### src/rtl/rtc_write_sequencer_if.sv
// Four-phase register-write bus between the RTC write sequencer (master)
// and the RTC bus driver (slave).
interface rtc_write_sequencer_if;
  logic       wr_req;
  logic [7:0] wr_addr;
  logic [7:0] wr_data;
  logic       wr_ack;

  modport master (output wr_req, output wr_addr, output wr_data, input wr_ack);
  modport slave  (input wr_req, input wr_addr, input wr_data, output wr_ack);
endinterface

### src/rtl/rtc_write_sequencer.sv
// Latches edited date/time/timer fields on start and writes them to the RTC
// one register at a time over a req/ack handshake. RTC_WR_CMD_EN wraps the field
// writes in command-register pre/post writes.
module rtc_write_sequencer #(
  parameter int unsigned TIMEOUT  = 255,
  parameter logic [7:0]  CMD_ADDR = 8'hF0,
  parameter logic [7:0]  CMD_PRE  = 8'h10,
  parameter logic [7:0]  CMD_POST = 8'h00
) (
  input  logic                  clk,
  input  logic                  reset,
  input  logic                  i_start,
  input  logic [7:0]            i_d_in,
  input  logic [7:0]            i_me_in,
  input  logic [7:0]            i_a_in,
  input  logic [7:0]            i_h_in,
  input  logic                  i_pm_in,
  input  logic [7:0]            i_m_in,
  input  logic [7:0]            i_s_in,
  input  logic [7:0]            i_ht_in,
  input  logic [7:0]            i_mt_in,
  input  logic [7:0]            i_st_in,
  rtc_write_sequencer_if.master bus,
  output logic                  o_busy,
  output logic                  o_done,
  output logic                  o_err
);

`ifdef RTC_WR_CMD_EN
  localparam int unsigned N_ITEMS = 11;
`else
  localparam int unsigned N_ITEMS = 9;
`endif
  localparam int unsigned IW = 4;
  localparam int unsigned CW = (TIMEOUT > 1) ? $clog2(TIMEOUT) : 1;

  typedef enum logic [1:0] {S_IDLE, S_REQ, S_REL} state_t;

  // Hour is held already packed as {pm, hour[6:0]}.
  typedef struct packed {
    logic [7:0] s, m, h, d, me, a, st, mt, ht;
  } fields_t;

  function automatic logic [7:0] c59(input logic [7:0] x);
    if (x[7:4] > 4'd5 || x[3:0] > 4'd9) return 8'h00;
    return {4'd5 - x[7:4], 4'd9 - x[3:0]};
  endfunction

  function automatic logic [7:0] c23(input logic [7:0] x);
    if (x > 8'h23 || x[3:0] > 4'd9) return 8'h00;
    if (x[3:0] <= 4'd3) return {4'd2 - x[7:4], 4'd3 - x[3:0]};
    return {4'd1 - x[7:4], 4'd13 - x[3:0]};
  endfunction

  // Returns {address, data} for sequence position idx.
  function automatic logic [15:0] item(input logic [IW-1:0] idx, input fields_t f);
    logic [IW-1:0] fi;
`ifdef RTC_WR_CMD_EN
    if (idx == 4'd0) return {CMD_ADDR, CMD_PRE};
    if (idx == IW'(N_ITEMS - 1)) return {CMD_ADDR, CMD_POST};
    fi = idx - 4'd1;
`else
    fi = idx;
`endif
    case (fi)
      4'd0:    return {8'h21, f.s};
      4'd1:    return {8'h22, f.m};
      4'd2:    return {8'h23, f.h};
      4'd3:    return {8'h24, f.d};
      4'd4:    return {8'h25, f.me};
      4'd5:    return {8'h26, f.a};
      4'd6:    return {8'h41, c59(f.st)};
      4'd7:    return {8'h42, c59(f.mt)};
      default: return {8'h43, c23(f.ht)};
    endcase
  endfunction

  state_t        r_state, w_state;
  logic [IW-1:0] r_idx, w_idx, w_idx_inc;
  logic [CW-1:0] r_cnt, w_cnt;
  logic          r_req, w_req, r_busy, w_busy, r_done, w_done, r_err, w_err;
  logic [7:0]    r_addr, w_addr, r_data, w_data;
  fields_t       r_shadow, w_live;
  logic          w_load, w_timeout;
  logic          w_unused_bits;

  assign w_live        = {i_s_in, i_m_in, {i_pm_in, i_h_in[6:0]}, i_d_in, i_me_in,
                          i_a_in, i_st_in, i_mt_in, i_ht_in};
  assign w_idx_inc     = r_idx + 4'd1;
  assign w_timeout     = (r_cnt == CW'(TIMEOUT - 1));
  assign w_unused_bits = ^{i_h_in[7], CMD_ADDR, CMD_PRE, CMD_POST};

  // NOTE: every next-state value gets a default before the case, so no path leaves one unassigned and no latch is inferred.
  always_comb begin
    w_state = r_state;
    w_idx   = r_idx;
    w_cnt   = r_cnt + CW'(1);
    w_req   = r_req;
    w_addr  = r_addr;
    w_data  = r_data;
    w_busy  = r_busy;
    w_done  = 1'b0;
    w_err   = 1'b0;
    w_load  = 1'b0;
    case (r_state)
      S_IDLE: begin
        w_cnt = '0;
        if (i_start) begin
          w_state          = S_REQ;
          w_idx            = '0;
          {w_addr, w_data} = item('0, w_live);
          w_req            = 1'b1;
          w_busy           = 1'b1;
          w_load           = 1'b1;
        end
      end
      S_REQ: begin
        if (bus.wr_ack) begin
          w_state = S_REL;
          w_req   = 1'b0;
          w_cnt   = '0;
        end else if (w_timeout) begin
          w_state = S_IDLE;
          w_req   = 1'b0;
          w_busy  = 1'b0;
          w_err   = 1'b1;
          w_cnt   = '0;
        end
      end
      S_REL: begin
        if (!bus.wr_ack) begin
          w_cnt = '0;
          if (r_idx == IW'(N_ITEMS - 1)) begin
            w_state = S_IDLE;
            w_busy  = 1'b0;
            w_done  = 1'b1;
          end else begin
            w_state          = S_REQ;
            w_idx            = w_idx_inc;
            {w_addr, w_data} = item(w_idx_inc, r_shadow);
            w_req            = 1'b1;
          end
        end else if (w_timeout) begin
          w_state = S_IDLE;
          w_busy  = 1'b0;
          w_err   = 1'b1;
          w_cnt   = '0;
        end
      end
      default: w_state = S_IDLE;
    endcase
  end

  always_ff @(posedge clk) begin
    if (reset) begin
      r_state <= S_IDLE;
      r_idx   <= '0;
      r_cnt   <= '0;
      r_req   <= 1'b0;
      r_addr  <= 8'h00;
      r_data  <= 8'h00;
      r_busy  <= 1'b0;
      r_done  <= 1'b0;
      r_err   <= 1'b0;
    end else begin
      r_state <= w_state;
      r_idx   <= w_idx;
      r_cnt   <= w_cnt;
      r_req   <= w_req;
      r_addr  <= w_addr;
      r_data  <= w_data;
      r_busy  <= w_busy;
      r_done  <= w_done;
      r_err   <= w_err;
    end
  end

  // NOTE: the shadow fields carry no reset; they are only read after a start has loaded them.
  always_ff @(posedge clk) begin
    if (w_load) r_shadow <= w_live;
  end

  assign bus.wr_req  = r_req;
  assign bus.wr_addr = r_addr;
  assign bus.wr_data = r_data;
  assign o_busy      = r_busy;
  assign o_done      = r_done;
  assign o_err       = r_err;

endmodule

### src/flat_wrapper.sv
// flat-port wrapper written by rule: the top's interface ports become plain ports
module rtc_write_sequencer_flat 
#(
  parameter int unsigned TIMEOUT  = 255,
  parameter logic [7:0]  CMD_ADDR = 8'hF0,
  parameter logic [7:0]  CMD_PRE  = 8'h10,
  parameter logic [7:0]  CMD_POST = 8'h00
)
  (clk, reset, i_start, i_d_in, i_me_in, i_a_in, i_h_in, i_pm_in, i_m_in, i_s_in, i_ht_in, i_mt_in, i_st_in, o_busy, o_done, o_err, bus_wr_req, bus_wr_addr, bus_wr_data, bus_wr_ack);
  rtc_write_sequencer_if bus_i ();
  input  logic clk;
  input  logic reset;
  input  logic i_start;
  input  logic [7:0] i_d_in;
  input  logic [7:0] i_me_in;
  input  logic [7:0] i_a_in;
  input  logic [7:0] i_h_in;
  input  logic i_pm_in;
  input  logic [7:0] i_m_in;
  input  logic [7:0] i_s_in;
  input  logic [7:0] i_ht_in;
  input  logic [7:0] i_mt_in;
  input  logic [7:0] i_st_in;
  output logic o_busy;
  output logic o_done;
  output logic o_err;
  output wire logic [$bits(bus_i.wr_req)-1:0] bus_wr_req;
  output wire logic [$bits(bus_i.wr_addr)-1:0] bus_wr_addr;
  output wire logic [$bits(bus_i.wr_data)-1:0] bus_wr_data;
  input wire logic [$bits(bus_i.wr_ack)-1:0] bus_wr_ack;
  assign bus_wr_req = bus_i.wr_req;
  assign bus_wr_addr = bus_i.wr_addr;
  assign bus_wr_data = bus_i.wr_data;
  assign bus_i.wr_ack = bus_wr_ack;
  rtc_write_sequencer #(.TIMEOUT(TIMEOUT), .CMD_ADDR(CMD_ADDR), .CMD_PRE(CMD_PRE), .CMD_POST(CMD_POST)) u_core (.clk(clk), .reset(reset), .i_start(i_start), .i_d_in(i_d_in), .i_me_in(i_me_in), .i_a_in(i_a_in), .i_h_in(i_h_in), .i_pm_in(i_pm_in), .i_m_in(i_m_in), .i_s_in(i_s_in), .i_ht_in(i_ht_in), .i_mt_in(i_mt_in), .i_st_in(i_st_in), .bus(bus_i), .o_busy(o_busy), .o_done(o_done), .o_err(o_err));
endmodule
### config.mk
export PLATFORM = sky130hd
export DESIGN_NAME = rtc_write_sequencer_flat
export DESIGN_NICKNAME = d
export VERILOG_FILES = /design/src/rtl/rtc_write_sequencer_if.sv /design/src/rtl/rtc_write_sequencer.sv /design/src/flat_wrapper.sv
export SDC_FILE = /design/constraint.sdc
export NUM_CORES = 1
export LEC_CHECK = 0
export BUFFER_PORTS_ARGS = -buffer_cell sky130_fd_sc_hd__buf_2
export CAP_MARGIN = 30
export CORE_ASPECT_RATIO = 0.6
export CORE_MARGIN = 3
export CORE_UTILIZATION = 35
export DETAILED_ROUTE_END_ITERATION = 8
export MAX_ROUTING_LAYER = met4
export PLACE_DENSITY_LB_ADDON = 0.1
export SLEW_MARGIN = 20
export SYNTH_ARGS = -nofsm -noshare
export SYNTH_HDL_FRONTEND = slang
export SYNTH_SLANG_ARGS = --single-unit
### constraint.sdc
create_clock -name clk -period 5.1 [get_ports clk]
set_input_delay 0.51 -clock clk [delete_from_list [all_inputs] [get_ports clk]]
set_output_delay 0.51 -clock clk [all_outputs]
set_load 0.02 [all_outputs]
# --- After elaboration in Yosys (flattened, before gate mapping) ---
# Cells that the tools add are included.
totals:
  register_bits: 106
  word_cells: 135
classes:
  magnitude_cmp: 7
  add_sub_neg: 10
  reduce_logical: 12
  bitwise_logic: 1
  n_mux: 70
  n_eq_ne: 17
ops:
  columns: ["operator", "count"]
  rows:
  - ["2-to-1 mux 8 bit", 17]
  - ["case mux 15 bit (8 select lines)", 1]
  - ["2-to-1 mux 1 bit", 37]
  - ["case mux 8 bit (2 select lines)", 2]
  - ["case mux 8 bit (3 select lines)", 1]
  - ["equality test 4 x 3 -> 1 bit, second input constant", 4]
  - ["> comparator 4 bit, second input constant", 3]
  - ["2-to-1 mux 4 bit", 3]
  - ["subtractor 4 bit, first input constant", 3]
  - ["adder 8 x 1 -> 8 bit, second input constant", 1]
  - ["equality test 4 x 2 -> 1 bit, second input constant", 2]
  - ["equality test 8 bit, second input constant", 1]
  - ["> comparator 4 x 3 -> 1 bit, second input constant", 2]
  - ["> comparator 8 x 6 -> 1 bit, second input constant", 1]
  - ["2-to-1 mux 2 bit", 4]
  - ["!= test 2 bit, second input constant", 4]
  - ["case mux 4 bit (2 select lines)", 1]
  - ["AND reduction 4 bit", 2]
  - ["OR reduction 8 bit", 1]
  - ["subtractor 2 x 4 -> 4 bit, first input constant", 2]
  - ["subtractor 3 x 4 -> 4 bit, first input constant", 2]
  - ["!= test 3 x 2 -> 1 bit, second input constant", 2]
  - ["case mux 1 bit (3 select lines)", 2]
  - ["case mux 2 bit (3 select lines)", 1]
  - ["16 further kinds", 18]

# --- Logic depth before layout (Yosys ltp) ---
# Gate-level depths: netlist (run 1).
depth:
  depth_word: 18
  mapped_depth: 11
  depth_no_buf: 8

# --- Worst setup path after synthesis (run 1) ---
# No wires, ideal clock.
synth_path:
  kind: "reg-to-reg"
  from: "register u_core.r_state[0]"
  to: "register u_core.r_shadow[0] (netlist name), enable pin"
  t_required_ps: 4662
  setup_slack_ps: 2352
  period_less_slack_ps: 2748
  path_stages_with_launch: 4
  t_arrival_ps: 2310
  cell_sequence: "dfxtp_1 -> inv_1 -> ha_1 -> and2_1"
synth_via:
  elab_chain_len: 2
synth_lines:
  columns: ["element", "line_no", "source"]
  rows:
  - ["start: declaration", "rtc_write_sequencer.sv:78", "state_t r_state, w_state;"]
  - ["start signal: assignment", "rtc_write_sequencer.sv:166", "r_state <= w_state;"]
  - ["logical NOT 2 bit", "rtc_write_sequencer.sv:105", "case (r_state)"]
  - ["2-to-1 mux 1 bit", "rtc_write_sequencer.sv:105", null]
  - ["named net u_core.w_load", "rtc_write_sequencer.sv:84", "logic w_load, w_timeout;"]
  - ["end signal: assignment", "rtc_write_sequencer.sv:180", "if (w_load) r_shadow <= w_live;"]
  - ["end: declaration", "rtc_write_sequencer.sv:83", "fields_t r_shadow, w_live;"]
# The timed path passes the listed nets, and every way through them passes these cells.
# A chain may end at the register's enable or synchronous reset.

# --- Worst setup path in the final report (run 1) ---
layout_path:
  from: "register u_core.r_idx[0]"
  to: "register u_core.r_data[6], in the netlist u_core.bus.wr_data[6]"
layout_via:
  elab_chain_len: 6
layout_lines:
  columns: ["element", "line_no", "source"]
  rows:
  - ["start: declaration", "rtc_write_sequencer.sv:79", "logic [IW-1:0] r_idx, w_idx, w_idx_inc;"]
  - ["start signal: assignment", "rtc_write_sequencer.sv:167", "r_idx <= w_idx;"]
  - ["adder 4 x 1 -> 4 bit", "rtc_write_sequencer.sv:89", "assign w_idx_inc = r_idx + 4'd1;"]
  - ["equality test 4 x 3 -> 1 bit (tied with other cells)", null, null]
  - ["case mux 15 bit (8 select lines)", "rtc_write_sequencer.sv:65", "case (fi)"]
  - ["2-to-1 mux 8 bit", "rtc_write_sequencer.sv:133", "if (r_idx == IW'(N_ITEMS - 1)) begin"]
  - ["2-to-1 mux 8 bit", "rtc_write_sequencer.sv:131", "if (!bus.wr_ack) begin"]
  - ["case mux 8 bit (2 select lines)", "rtc_write_sequencer.sv:105", null]
  - ["end signal: assignment", "rtc_write_sequencer.sv:171", "r_data <= w_data;"]
  - ["end: declaration", "rtc_write_sequencer.sv:82", "logic [7:0] r_addr, w_addr, r_data, w_data;"]
# Parallel ways exist; a longest one is shown, timed or not. The select of a mux whose other input is x is not followed.

==> results of run 1 <==
## layout make-up
| type | count | area [um^2] |
|---|---|---|
| clock buffer | 9 | 225.2 |
| clock inverter | 7 | 68.82 |
| fill | 1276 | 7458 |
| inverter | 17 | 63.81 |
| multi-input combinational | 295 | 1964 |
| sequential | 103 | 2783 |
| tap | 187 | 234.0 |
| timing repair buffer | 97 | 495.5 |
## per-stage QoR
stage | util | power, mW | hold slack (ns)
floorplan | - | 1.158 | 0.4526
CTS | 0.4389 | 1.950 | 0.3082
global placement | 0.4164 | 1.241 | 0.4597
detailed placement | 0.4168 | 1.247 | 0.4654
finish | 0.4389 | 1.931 | 0.3192
global route | 0.4389 | 2.005 | 0.3080
## per-layer routing
| layer | GRT usage | vias up |
|---|---|---|
| met5 | - | - |
| met4 | 0.03497 | 0 |
| met3 | 0.05299 | 8 |
| met2 | 0.2210 | 146 |
| met1 | 0.2618 | 1789 |
| li1 | - | 1826 |
## placed cells by master (no fill, tap or decap), types with 7 or more instances in the layout
| cell type | n |
|---|---|
| and3_1 | 11 |
| nand3_1 | 16 |
| nand2_1 | 27 |
| a22o_1 | 10 |
| clkbuf_16 | 9 |
| nor2_1 | 33 |
| edfxtp_1 | 72 |
| ha_1 | 23 |
| xor2_1 | 8 |
| o21ai_0 | 26 |
| inv_1 | 17 |
| a21oi_1 | 22 |
| a22oi_1 | 7 |
| dfxtp_1 | 31 |
| nor2b_1 | 8 |
| buf_2 | 93 |
## cell families (layout without fill, tap and decap cells)
| group | Yosys count | count (layout) | synth area share |
|---|---|---|---|
| adder cells (fa/ha/maj) | 23 | 23 | 0.05832 |
| buffers and inverters | 41 | 130 | 0.03981 |
| multiplexers | 2 | 2 | 0.004057 |
| XOR/XNOR | 13 | 13 | 0.02307 |
| flip-flops | 103 | 103 | 0.5639 |
| AO/OA/AOI/OAI | 121 | 121 | 0.1666 |
| AND/OR/NAND/NOR | 133 | 133 | 0.1435 |
| other | 1 | 3 | 0.0007599 |
## registers in the layout, indices dropped and copies added, names as in the netlist
| register | count |
|---|---|
| u_core.bus.wr_data | 8 |
| u_core.r_state | 2 |
| u_core.r_cnt | 8 |
| u_core.o_busy | 1 |
| u_core.bus.wr_addr | 5 |
| u_core.r_shadow | 72 |
| u_core.o_err | 1 |
| u_core.bus.wr_req | 1 |
| u_core.r_idx | 4 |
| u_core.o_done | 1 |
## worst max path at each step
stage | end | cells after the start
6_report | u_core.bus.wr_data[6] | 8
4_1_cts | u_core.bus.wr_data[6] | 8
3_3_place_gp | u_core.bus.wr_data[6] | 8
3_5_place_dp | u_core.bus.wr_data[6] | 8
5_1_grt | u_core.bus.wr_data[6] | 8
2_1_floorplan | u_core.r_shadow[0] | 3
## where the power goes
| part | switching, mW | total (mW) | internal, mW |
|---|---|---|---|
| registers | 0.0357 | 1.01 | 0.971 |
| clock network | 0.352 | 0.701 | 0.349 |
| logic | 0.139 | 0.222 | 0.0837 |
## critical path: stages, from the launching register on
cell and delay [ns]:
dfxtp_1 0.57, inv_1 0.13, ha_1 0.53, and3b_4 0.35, or4_4 0.57, nand2_1 0.45
nor2_1 0.12, a2111oi_0 0.26, or3_1 0.16
==> metrics.txt, run 1 <==
status=finished clean; placed insts=between 600 and 700; Clk Latency, worst-skew pair=0.36 ns; post-synth cell types=60; clock sink count=between 100 and 150; Max Clk Rate=between 0.3 and 0.4 GHz; largest net degree at the start of global routing=40; Max Used Layer=met4; endpoints failing setup=0; MaxCap Viol Count=0; die extent in y=97.98 um; clk buf depth=2; CP Launch Point=u_core.r_idx[0]; first-pass GRT wire length=about 20,000 um; top_reg_cell synth=edfxtp_1; Reg clk slew, reported paths=roughly 0.080 ns; Clock Tree Root=clkbuf_16; reg2reg setup slack=about 1.9 ns; DP HPWL=9567 um; routed via count=3,769; Finished Cell Area=roughly 5800 um^2; Hold Fails Final Rpt=0; sequential share of the synthesized area=0.5639; hold bufs inserted after CTS=0; fin crit share=0.6255; VDD IR max=approximately 0.14 mV; post-synth top area share=0.4381; fin nets=just over 600; synth top area cells=edfxtp_1 44%, dfxtp_1 13%, ha_1 5.8%, o21ai_0 2.6%, nor2_1 2.5%; capturing point of the worst reg2reg path=u_core.bus.wr_data[6]; Via density=~5.3; PostCTS Resize Cnt=0; core area=approximately 13,000 um^2; total congestion overflow=0; relative slew slack=0.4190; RSZ-0062 raised after global routing=no; Starting DRT DRC Count=roughly 280; critical path fanouts, max=20; area delta synth->final=18.23%; Detailed Route WL=between 10,000 and 15,000 um; Reg2Reg Depth=8; CTS buffer count=9; Site Rows=32; placed cell area=~5500 um^2; Worst R2R Start=u_core.r_idx[0]; hold worst-path end=u_core.r_shadow[17]; Cell Area, Synth=4935 um^2; CP Launch Type=register; DRC=0; Cells after Synth=around 440; DIE AREA=around 16,000 um^2; Post-CTS Setup Inserts=0; die width=around 160 um; number of synthesized flops with an enable pin=72; critical path class=reg2reg; Yosys Warn Count=0; crit path time final=~3.2 ns; Post-synth top cells=72 x edfxtp_1, 33 x nor2_1, 31 x dfxtp_1; Final ANT Viol Nets=0; most frequent cell after synthesis=edfxtp_1; arrival time at the worst endpoint=3.49 ns; Crit. End Element=register; met2 wire len=slightly above 5000 um; vias in the first global route=between 3,000 and 4,000; htree depth=3; Pwr per Cell Area=~330 nW/um^2; Final Slew Violations=0; worst hold path startpoint=i_st_in[1]; Worst-Margin Slew=0.8715 ns; Finished Layout Cells=715; Hold Path Class=in2reg; WHS Path Cells=1; DRT Pass-1 Iters=5; met3 WL=between 1000 and 1500 um; met1 WL=6736 um; drt wl/cell=~18 um; Setup WS post-layout=1.910 ns; Post-synth ARST share=0; gr usage total=0.1719; Ports=97; initial antenna violation count=0; GPL Wtd Cong=0.7961; syn avg cell area=~11 um^2; initial core utilization=0.3712; layout cells sized above 1=0.2273; area leader, netlist=edfxtp_1; Required @ worst endpoint=about 5.4 ns; clk_skew=about 0.0085 ns; antenna cells=0; worst slack at placement=just under 2 ns; #FFs+latches synth=a little over 100; leakage=around 2.3 nW; CTS tree=done; setup TNS=0 ns; Port Buffer Count=roughly 90
(Power assumes the default switching activity.)
==> run 2: changes to the inputs <==
clock period = 3.06 ns   (was 5.1 ns; I/O delays follow)
==> metrics.txt, run 2 (synthesized netlist as in run 1, its figures left out) <==
status=finished clean; htree depth=3; Largest register FFs=between 70 and 80; vias in the first global route=~3,600; first-pass GRT wire length=20,370 um; commonest cells after routing, fill and taps aside=92 x buf_2, 72 x edfxtp_1, 33 x nor2_1; Worst path top cell family by delay=simple AND/OR/NAND/NOR gates; Sw Ratio=0.2692; initial antenna violation count=0; initial core utilization=0.3712; fin nets=633; DRT Pass-1 Iters=5; gr usage total=0.1745; hold bufs inserted after CTS=0; worst path cell trace=ha_1 > buf_4 > nor2_1 > a21oi_1 > o21ai_0 > buf_4 > and3_1 > nor4_1 > o32ai_1; placed insts=~710; drt wl/cell=18.30 um; Required @ worst endpoint=3.27 ns; arrival time at the worst endpoint=about 2.9 ns; Starting DRT DRC Count=roughly 350; antenna cells=0; Ports=a little under 100; Buf/Inv on CP=2; NetSw=between 800 and 900 uW; DIE AREA=~16,000 um^2; clk_skew=a little over 0.009 ns; Via density=approximately 5.3; internal power=between 2 and 2.5 mW; RSZ-0062 raised after global routing=no; DP HPWL=just under 10,000 um; Fill cells=~1,300; CP Launch Type=register; Worst-Margin Slew=about 0.63 ns; GPL Wtd Cong=between 0.8 and 0.9; clk buf depth=2; CTS buffer count=9; Hold Fails Final Rpt=0; Final ANT Viol Nets=0; Combinational Power Share=0.118; Pwr per Cell Area=541.4 nW/um^2; largest net degree at the start of global routing=58; critical path class=reg2reg; layout cells sized above 1=0.2416; CP max stage cell=dfxtp_1; leakage=~2.4 nW; clock share of power=0.358; clock sink count=a little over 100; endpoints failing setup=0; Post-CTS Setup Inserts=0; Reg clk slew, reported paths=~0.08 ns; most used cell along the critical path=buf_4; Port Buffer Count=just over 90; relative slew slack=0.5770; DRC=0; commonest non-fill, non-tap cell in the layout=buf_2; Max Clk Rate=roughly 0.38 GHz; crit path time final=~2.7 ns; Detailed Route WL=roughly 13,000 um; routed via count=around 3,800; register name with the most flops=u_core.r_shadow; fin crit share=0.8662; setup TNS=0 ns; Site Rows=32; PostCTS Resize Cnt=0; die width=159.3 um; Finished Layout Cells=~730; area delta synth->final=20.06%; Hold Path Class=in2reg; Reg power frac=0.523; critical path fanouts, max=10; die extent in y=between 90 and 100 um; core area=between 10,000 and 15,000 um^2; slowest stage delay, CP=0.52 ns; total congestion overflow=0; CTS tree=done; Final Slew Violations=0; MaxCap Viol Count=0; Clk Latency, worst-skew pair=between 0.3 and 0.4 ns; Crit. End Element=register; Clock Tree Root=clkbuf_16; VDD IR max=~0.23 mV
[run 2: cell types whose count changed in the layout (fill, tap and decap cells not counted)]
cell | before | now
buf_2 | 93 | 92
inv_6 | 4 | 2
clkinv_4 | 0 | 2
buf_4 | 4 | 14
buf_12 | 0 | 1
[run 2: power groups by stage]
stage | Sequential [mW] | Clock [mW] | Combinational, mW
5_1_grt | 1.69 | 1.23 | 0.424
4_1_cts | 1.68 | 1.17 | 0.381
2_1_floorplan | 1.72 | 0 | 0.215
6_report | 1.68 | 1.15 | 0.380
3_5_place_dp | 1.71 | 0 | 0.380
3_3_place_gp | 1.71 | 0 | 0.370
[run 2: worst paths after layout]
check | from | cells past startpoint | endpoint | slack (ns)
setup / recovery | u_core.r_idx[1] | 9 | u_core.bus.wr_data[7] | 0.41
hold / removal | i_h_in[0] | 1 | u_core.r_shadow[48] | 0.12
setup reg to reg | u_core.r_idx[1] | 9 | u_core.bus.wr_data[7] | 0.41
hold reg to reg | u_core.bus.wr_addr[6] | 2 | u_core.bus.wr_addr[6] | 0.47
[run 2: through the flow]
stage	setup WS [ns]	power [mW]	area [um^2]	utilization	hold WS, ns
final	0.4095	3.207	5924	0.4457	0.1192
after global routing	0.1729	3.340	5924	0.4457	0.1062
after CTS	0.4657	3.231	5924	0.4457	0.1067
after detailed placement	0.4878	2.087	5630	0.4236	0.4639
after global placement	0.5229	2.077	5630	0.4236	0.4622
after floorplan	0.3124	1.931	4942	-	0.3817
[run 2: cell type report]
class / instances / area, um^2 / area share
flip-flops and latches: 103 / 2783 / 0.4697
repair buffers: 107 / 585.6 / 0.09884
multi-input cells: 295 / 1964 / 0.3316
inverters: 17 / 63.81 / 0.01077
well taps: 187 / 234.0 / 0.03949
clock inverters: 7 / 68.82 / 0.01162
clock buffers: 9 / 225.2 / 0.03801
[run 2: layer usage]
layer	vias up	wire length [um]	GRT usage
li1	1841	-	-
met1	1826	7166	0.2769
met3	7	952	0.04451
met5	-	0	-
met2	147	5079	0.2177
met4	0	65	0.03497
[run 2: worst reg2reg max path: cells and delay by family (launching register included)]
kind,cells,cell delay [ns]
AND/OR/NAND/NOR,3,0.73
flip-flops,1,0.52
AO/OA/AOI/OAI,3,0.50
buffers and inverters,2,0.40
adder cells (fa/ha/maj),1,0.37
==> run 3: changes to the inputs <==
BUFFER_PORTS_ARGS = not set   (was -buffer_cell sky130_fd_sc_hd__buf_2)
DONT_BUFFER_PORTS = 1   (was not set)
==> metrics.txt, run 3 (synthesized netlist as in run 1, its figures left out) <==
Post-CTS Setup Inserts=0; vias in the first global route=approximately 3,300; drt wl/cell=20.49 um; DP HPWL=around 9500 um; Clock Tree Root=clkbuf_16; total congestion overflow=0; register name with the most flops=u_core.r_shadow; Worst R2R Start=u_core.r_idx[0]; CP Launch Type=register; critical path fanouts, max=12; setup TNS=0 ns; status=finished clean; clk buf depth=2; area delta synth->final=11.97%; VDD IR max=roughly 0.24 mV; Reg clk slew, reported paths=about 0.080 ns; Detailed Route WL=around 13,000 um; worst slack at placement=0.4067 ns; hold bufs inserted after CTS=0; initial antenna violation count=3; die width=159.3 um; Fill cells=approximately 1,300; Pwr per Cell Area=592.7 nW/um^2; Crit. End Element=register; CP Launch Point=u_core.r_idx[0]; total power=3.275 mW; DRC=0; worst hold path startpoint=reset; clk_skew=approximately 0.0097 ns; Final Slew Violations=0; MaxCap Viol Count=0; core area=between 10,000 and 15,000 um^2; Largest register FFs=slightly above 70; CTS buffer count=9; internal power=2.460 mW; critical path class=reg2reg; commonest cells after routing, fill and taps aside=72 x edfxtp_1, 33 x nor2_1, 31 x dfxtp_1; Site Rows=32; Port Buffer Count=0; endpoints failing setup=0; fin crit share=0.8824; Ports=97; RSZ-0062 raised after global routing=no; Max Clk Rate=0.3704 GHz; Hold Fails Final Rpt=0; Required @ worst endpoint=between 3 and 4 ns; layout cells sized above 1=0.08744; arrival time at the worst endpoint=3.00 ns; clock sink count=roughly 100; Hold Path Class=in2reg; relative slew slack=0.5575; Clk Latency, worst-skew pair=approximately 0.35 ns; Via density=roughly 5.5; Hold WS=~0.022 ns; NetSw=around 800 uW; clock share of power=0.394; Combinational Power Share=0.086; CTS tree=done; Worst-Margin Slew=between 0.6 and 0.7 ns; die extent in y=97.98 um; htree depth=3; DRT Pass-1 Iters=5; initial core utilization=0.3712; GPL Wtd Cong=approximately 0.84; largest net degree at the start of global routing=73; Sw Ratio=0.2487; first-pass GRT wire length=between 15,000 and 20,000 um; Reg power frac=0.520; Starting DRT DRC Count=roughly 310; leakage=1.996 nW; gr usage total=0.1744; commonest non-fill, non-tap cell in the layout=edfxtp_1; Final ANT Viol Nets=0; crit path time final=roughly 2.7 ns; fin nets=541; PostCTS Resize Cnt=0; routed via count=approximately 3,500; Setup WS post-layout=0.3600 ns; DIE AREA=15,610 um^2
## run 3: critical path: stages, from the launching register on
cell and delay [ns]:
dfxtp_1 0.50, ha_1 0.43, nor2b_1 0.30, a21oi_1 0.11
o22ai_1 0.49, a22oi_1 0.23, a2111oi_0 0.43, or3_1 0.16
## run 3: area by class of cell
cell class / count / area (um^2) / area share
sequential: 103 / 2783 / 0.5036
multi-input combinational: 295 / 1971 / 0.3567
tap: 187 / 234.0 / 0.04235
clock buffer: 9 / 225.2 / 0.04076
timing repair buffer: 15 / 132.6 / 0.02400
clock inverter: 7 / 108.9 / 0.01970
inverter: 17 / 63.81 / 0.01155
antenna: 3 / 7.507 / 0.001359
## run 3: final timing paths
path	to	slack, ns	cells after the start
hold / removal	u_core.bus.wr_addr[1]	0.02	1
setup / recovery	u_core.bus.wr_data[6]	0.36	7
setup reg to reg	u_core.bus.wr_data[6]	0.36	7
hold reg to reg	u_core.r_cnt[0]	0.51	1
## run 3: metrics by stage
stage          cell area (um^2)    util  std cells
2_1_floorplan              4942       -        439
3_3_place_gp               5156  0.3879        616
3_5_place_dp               5156  0.3879        616
4_1_cts                    5490  0.4130        632
5_1_grt                    5525  0.4157        636
6_report                   5525  0.4157        636
## run 3: metal layers
layer	global-route usage	up-vias	routed length [um]
li1	-	1673	-
met3	0.06655	6	1352
met4	0.03900	0	116
met2	0.2118	141	4820
met5	-	-	0
met1	0.2656	1675	6739
## run 3: power by group through the flow
stage	logic (mW)	registers (mW)	clock network, mW
after floorplan	0.215	1.72	0
after global placement	0.264	1.74	0
after detailed placement	0.271	1.74	0
after CTS	0.271	1.71	1.32
after global routing	0.315	1.72	1.39
final	0.280	1.70	1.29
